File: config.mk
export PLATFORM = sky130hd
export DESIGN_NAME = status_register_stack
export DESIGN_NICKNAME = d
export VERILOG_FILES = /design/src/rtl/status_pkg.sv /design/src/rtl/flag_lifo.sv /design/src/rtl/status_register_stack.sv
export SDC_FILE = /design/constraint.sdc
export NUM_CORES = 1
export LEC_CHECK = 0
export CAP_MARGIN = 30
export CORE_UTILIZATION = 40
export CTS_BUF_LIST = sky130_fd_sc_hd__clkbuf_8
export DETAILED_ROUTE_END_ITERATION = 6
export MAX_ROUTING_LAYER = met4
export PLACE_DENSITY = 0.65
export SLEW_MARGIN = 15
export SYNTH_ARGS = -nofsm -noshare
export SYNTH_HDL_FRONTEND = slang
export SYNTH_SLANG_ARGS = --single-unit
File: constraint.sdc
create_clock -name clk -period 4.4 [get_ports clk]
set_clock_uncertainty 0.15 [all_clocks]
set_input_delay 0.88 -clock clk [delete_from_list [all_inputs] [get_ports clk]]
set_output_delay 0.88 -clock clk [all_outputs]
set_load 0.005 [all_outputs]
File: src/rtl/status_pkg.sv
// Shared constants and types for the status register stack.
package status_pkg;

  localparam int unsigned FLAG_Z = 0;
  localparam int unsigned FLAG_N = 1;
  localparam int unsigned FLAG_C = 2;
  localparam int unsigned FLAG_V = 3;

  localparam int unsigned NFLAGS_DEF = 4;
  localparam int unsigned DEPTH_DEF  = 4;

  typedef logic [NFLAGS_DEF-1:0] flag_word_t;

endpackage

File: src/rtl/flag_lifo.sv
// LIFO shadow stack for flag words: storage, occupancy level, full/empty decode and
// registered error pulse. Exposes the top entry and push/pop accept strobes.
module flag_lifo
  import status_pkg::*;
#(
  parameter int unsigned Width = NFLAGS_DEF,
  parameter int unsigned Depth = DEPTH_DEF,
  localparam int unsigned LvlW = $clog2(Depth) + 1
) (
  input  logic             clk,
  input  logic             rst,
  input  logic             push,
  input  logic             pop,
  input  logic [Width-1:0] wdata,
  output logic [Width-1:0] top,
  output logic [LvlW-1:0]  level,
  output logic             full,
  output logic             empty,
  output logic             err,
  output logic             push_acc,
  output logic             pop_acc
);

  localparam int unsigned AddrW = $clog2(Depth);

  logic [Width-1:0] mem_q [Depth];
  logic [LvlW-1:0]  level_q, level_d;
  logic [LvlW-1:0]  top_idx;
  logic             err_q, err_d;

  assign full  = (level_q == LvlW'(Depth));
  assign empty = (level_q == '0);

  // Simultaneous push and pop is illegal and leaves the stack untouched.
  assign push_acc = push & ~pop & ~full;
  assign pop_acc  = pop & ~push & ~empty;

  assign top_idx = level_q - LvlW'(1);
  assign top     = mem_q[top_idx[AddrW-1:0]];

  always_comb begin
    level_d = level_q;
    if (push_acc) begin
      level_d = level_q + LvlW'(1);
    end else if (pop_acc) begin
      level_d = level_q - LvlW'(1);
    end
    err_d = (push & pop) | (push & full) | (pop & empty);
  end

  always_ff @(posedge clk) begin
    if (rst) begin
      level_q <= '0;
      err_q   <= 1'b0;
    end else begin
      level_q <= level_d;
      err_q   <= err_d;
    end
  end

  // Storage is deliberately not reset; entries are only visible once rewritten.
  always_ff @(posedge clk) begin
    if (!rst && push_acc) begin
      mem_q[level_q[AddrW-1:0]] <= wdata;
    end
  end

  assign level = level_q;
  assign err   = err_q;

endmodule

File: src/rtl/status_register_stack.sv
// Masked-load condition flag register with LIFO shadow stack.
// Optional sticky V accumulator enabled by STATUS_STICKY_EN.
module status_register_stack
  import status_pkg::*;
#(
  parameter int unsigned NFLAGS = NFLAGS_DEF,
  parameter int unsigned DEPTH  = DEPTH_DEF,
  localparam int unsigned LvlW  = $clog2(DEPTH) + 1
) (
  input  logic              clk,
  input  logic              rst,
  input  logic              load,
  input  logic [NFLAGS-1:0] mask,
  input  logic [NFLAGS-1:0] flags_in,
  input  logic              push,
  input  logic              pop,
  input  logic              sticky_clr,
  output logic [NFLAGS-1:0] out,
  output logic              sticky,
  output logic [LvlW-1:0]   level,
  output logic              empty,
  output logic              full,
  output logic              err
);

  logic [NFLAGS-1:0] out_q, out_d;
  logic [NFLAGS-1:0] top;
  logic              push_acc, pop_acc;
  logic              load_wr;

  flag_lifo #(
    .Width (NFLAGS),
    .Depth (DEPTH)
  ) u_lifo (
    .clk      (clk),
    .rst      (rst),
    .push     (push),
    .pop      (pop),
    .wdata    (out_q),
    .top      (top),
    .level    (level),
    .full     (full),
    .empty    (empty),
    .err      (err),
    .push_acc (push_acc),
    .pop_acc  (pop_acc)
  );

  // A load is dropped when a pop wins or when push and pop collide.
  assign load_wr = load & ~pop_acc & ~(push & pop);

  always_comb begin
    out_d = out_q;
    if (pop_acc) begin
      out_d = top;
    end else if (load_wr) begin
      out_d = (out_q & ~mask) | (flags_in & mask);
    end
  end

  always_ff @(posedge clk) begin
    if (rst) begin
      out_q <= '0;
    end else begin
      out_q <= out_d;
    end
  end

  assign out = out_q;

`ifdef STATUS_STICKY_EN
  logic sticky_q;

  // Set on a 0->1 transition of V; clear takes precedence.
  always_ff @(posedge clk) begin
    if (rst || sticky_clr) begin
      sticky_q <= 1'b0;
    end else if (out_d[FLAG_V] && !out_q[FLAG_V]) begin
      sticky_q <= 1'b1;
    end
  end

  assign sticky = sticky_q;
`else
  logic unused_sticky_clr;
  assign unused_sticky_clr = sticky_clr;
  assign sticky            = 1'b0;
`endif

endmodule

---- Yosys cells after proc, flatten, opt, wreduce, memory -nomap -nowiden ----
Memories as Yosys holds them, arrays and structs flattened.
Cells that the tools add are included.
word-level totals
  output and inout port bits .............. 11
  logic and storage cells ................. 39
  memory bits (writable) .................. 16
  memories kept ........................... 1
  flip-flop bits (word level) ............. 8
  input bits .............................. 14
operators by class
  mux-type cells .......................... 6
  eq/ne operators ......................... 1
  bitwise logic cells ..................... 21
  reduce and logical (&&, ||, !) cells .... 5
  add/subtract/negate cells ............... 2
memory list
  name          depth  width  rd ports  clocked after memory_dff  wr ports  line             text
  u_lifo.mem_q  4      4      1         0                         1         flag_lifo.sv:26  logic [Width-1:0] mem_q [Depth];
operators by type and width
  operator                                                            number
  1-bit bitwise AND                                                   9
  4-bit bitwise AND                                                   2
  4-bit two-way mux                                                   2
  3-bit two-way mux                                                   2
  1-bit NOT                                                           6
  4-bit NOT                                                           1
  4-bit OR                                                            1
  2-bit nonzero test                                                  2
  3-bit by 1-bit adder with 3-bit output, second input constant       1
  3-bit == test, second input constant                                1
  3-bit logical NOT                                                   1
  3-bit by 1-bit subtractor with 3-bit output, second input constant  1
  1-bit two-way mux                                                   2
  1-bit OR                                                            2
  1-bit logical AND                                                   1
  1-bit logical NOT                                                   1

---- Logic depth before layout (Yosys ltp) ----
  depth after elaboration ................. 8
  gate-level depth with buffers ........... 8
  gate-level depth less buffers ........... 7

---- Hierarchy ----
From an unflattened synthesis, not the netlist that was laid out.
unflattened totals
  cell total of the unflattened synthesis .. 87
  area total of the unflattened synthesis .. 1167.4 µm²
modules (own cells, without submodules)
  module                 seq. area each (µm²)  cells each  area an instance (µm²)  instances
  flag_lifo              560.5                 62          917.1                   1
  status_register_stack  80.1                  25          250.2                   1

---- Worst setup path after synthesis ----
OpenSTA, ideal clock, no wires.
  kind .................................... register -> output
  start ................................... reg u_lifo.level_q[0] (netlist: u_lifo.level[0])
  end ..................................... out empty
  arrival ................................. 1037 ps
  required time ........................... 3370 ps
  buffers on the path ..................... 1
  cell stages (with the launch flop) ...... 5
  setup slack ............................. 2333 ps
  path through ............................ dfxtp_1 buf_6 inv_1 ha_1 ha_1
between the ends
  word-level cells in the longest chain between the ends .. 1
RTL lines
  what                      line                         text
  start: declaration        flag_lifo.sv:27              logic [LvlW-1:0] level_q, level_d;
  start signal: assignment  flag_lifo.sv:56              level_q <= level_d;
  3-bit logical NOT         flag_lifo.sv:32              assign empty = (level_q == '0);
  end: declaration          status_register_stack.sv:21  output logic empty,
No other way between the ends.

---- Worst setup path after layout ----
Same ends and word-level chain as after synthesis.

==> impl_metrics.py <==
metrics = {
    "timing": {
        "clock.fmax_ghz": 0.328,
        "holdWs_ns": 0.396,
        "hold_viol": 0,
        "worst_pin_slew_ns": 0.808,
        "layout_worst_path_cycle_share": 0.693,
        "setup_viol": 0,
        "timing.setup.tns_ns": 0,
        "period_minus_slack_ns": 3.05,
        "layout_setup_ws_ns": 1.35,
        "rsz0062_at_grt": "no",
        "slew_headroom": 0.457,
        "drv_slew": 0,
    },
    "worst_setup_path": {
        "critPathKind": "reg2out",
        "worstPathMaxFanout": 8,
        "critPathArrivalTime_ns": 2.02,
        "startpoint": "u_lifo.level[0]",
        "worstPathRequired_ns": 3.37,
        "startpoint_type": "flip-flop",
        "worstReg2RegStart": "u_lifo.level[0]",
        "end_kind": "output pin",
    },
    "min_path": {
        "holdCritPathClass": "reg2reg",
    },
    "clock_network": {
        "clock-sinks": 24,
        "insertion_delay_ns": 0.26,
        "path_clk_slew_ns": 0.09,
        "clockRootBuffer": "clkbuf_8",
        "ctsResizeCount": 0,
        "cts_hold_buf": 0,
        "h-tree-depth": 1,
        "cts_made_buffers": 3,
        "cts_tree": "done",
        "cts_buffer_depth": 2,
        "cts_setup_buffers": 0,
    },
    "logic_synthesis": {
        "synth_seq_cells": 24,
        "seq_area_frac_synth": 0.555,
        "yosys_warnings": 0,
        "synth.cell_area_mm2": 0.00115,
        "synth-edff-count": 16,
        "ys.flop_type": "edfxtp_1",
        "syn_inst": 94,
        "synth.avg_cell_area_um2": 12.3,
        "synthArstFlopShare": 0,
        "synth_cell_types": 28,
        "synth.net_count": 114,
    },
    "die": {
        "rows": 19,
        "num_io_pins": 25,
        "die_w_um": 55.7,
        "dieArea_mm2": 0.00311,
        "core_mm2": 0.00273,
        "die_h_um": 55.7,
        "start_util": 0.422,
    },
    "final_layout": {
        "drive_gt1_frac": 0.145,
        "area.sequential_um2": 641,
        "diodes": 0,
        "area_growth_pct": 26.7,
        "nFillCells": 237,
        "multiInputGateArea_um2": 465,
        "final_area_mm2": 0.00146,
        "nNetsFinal": 138,
    },
    "placement": {
        "place.gp.congestion": 0.748,
        "post-place-ws_ns": 1.48,
        "dp_hpwl_um": 1710,
        "placed_cell_area_mm2": 0.00139,
        "io_buffers": 22,
    },
    "global_route": {
        "antenna_found_initial": 0,
        "grt_pass1_wl_um": 3920,
        "grt_max_degree": 15,
        "grt_pass1_vias": 794,
        "overflow": 0,
        "grt_usage": 0.171,
    },
    "outcome": {
        "status": "completed",
    },
    "route": {
        "vias": 778,
        "wl_per_cell_um": 15.8,
        "ant_nets": 0,
        "dr.pass1.iters": 4,
        "first_iter_violations": 15,
        "drcViolationCount": 0,
        "drt-total-wl_um": 2330,
        "via_per_inst": 5.26,
    },
    "pwr": {
        "total_power_mw": 0.608,
        "powerDensity_mw_per_mm2": 416,
        "power.leakage_nw": 0.525,
        "ir_drop_v": 0.000239,
    },
    "flow_run": {
        "drv_cap": 0,
    },
}
-- cells by family after synthesis --
logic type / after synthesis / share of synthesized area
AO/OA/AOI/OAI: 15 / 0.0856
XOR/XNOR: 1 / 0.00759
adder cells (fa/ha/maj): 6 / 0.0650
buffers and inverters: 10 / 0.0423
flip-flops: 24 / 0.555
multiplexers: 5 / 0.0878
other: 1 / 0.00325
AND/OR/NAND/NOR: 32 / 0.154
-- layout by cell type, fill, tap and decap left out, drive strengths merged --
master	instances
clkdlybuf4s50	22
edfxtp	16
nand2	13
dfxtp	8
a21oi	8
nor2	7
inv	7
ha	6
and2	4
mux4	4
a311oi	3
clkbuf	3
nor3	2
nand2b	2
nand3	2
nor3b	1
nor4	1
o21ai	1
o211ai	1
o32a	1
mux2	1
a31oi	1
xnor2	1
conb	1
bufinv	1
-- layout make-up --
cell class                 count  area share
sequential                    24       0.438
multi-input combinational     60       0.318
timing repair buffer          22       0.151
clock buffer                   3      0.0282
tap                           31      0.0265
clock inverter                 1      0.0205
inverter                       7      0.0180
-- where the power goes --
part / internal, mW / switching, mW / total [mW]
Sequential: 0.259 / 0.0182 / 0.277
Clock: 0.121 / 0.0700 / 0.191
Combinational: 0.0789 / 0.0607 / 0.140
Total: 0.459 / 0.149 / 0.608
-- path summary, 6_finish.rpt --
check        slack, ns                  to  cells past startpoint
max               1.35               empty                      4
min               0.40  u_lifo.mem_q[0][1]                      0
max reg2reg       1.94  u_lifo.mem_q[3][1]                      5
min reg2reg       0.40  u_lifo.mem_q[0][1]                      0
-- stage by stage --
step / utilization / instances
6_report: 0.535 / 148
4_1_cts: 0.535 / 148
2_1_floorplan: - / 94
3_3_place_gp: 0.509 / 144
5_1_grt: 0.535 / 148
3_5_place_dp: 0.509 / 144
-- cells in the mapped netlist, types with 2 or more instances --
cell type,instances,area share
dfxtp_1,8,0.14
ha_1,6,0.065
nand2_1,13,0.042
nor2_1,7,0.023
a311oi_1,3,0.023
edfxtp_1,16,0.42
nor3_1,2,0.0087
mux4_2,4,0.078
a21oi_1,7,0.030
and2_1,4,0.022
inv_1,5,0.016
nand2b_4,2,0.024
inv_2,2,0.0065
-- routing by layer --
layer / part of all wire / wire length, µm / track usage / vias up
met4: 0.0060 / 14 / 0.0429 / 0
met1: 0.45 / 1050 / 0.222 / 381
met2: 0.52 / 1200 / 0.284 / 13
li1: - / - / - / 382
met5: 0 / 0 / - / -
met3: 0.028 / 65 / 0.0256 / 2
-- worst max-delay path, stage by stage, from the launching register on --
cell and delay [ns]:
dfxtp_1 0.59, inv_1 0.19, ha_1 0.26, ha_1 0.25, clkdlybuf4s50_1 0.47
Power figures use the tool's default switching activity.
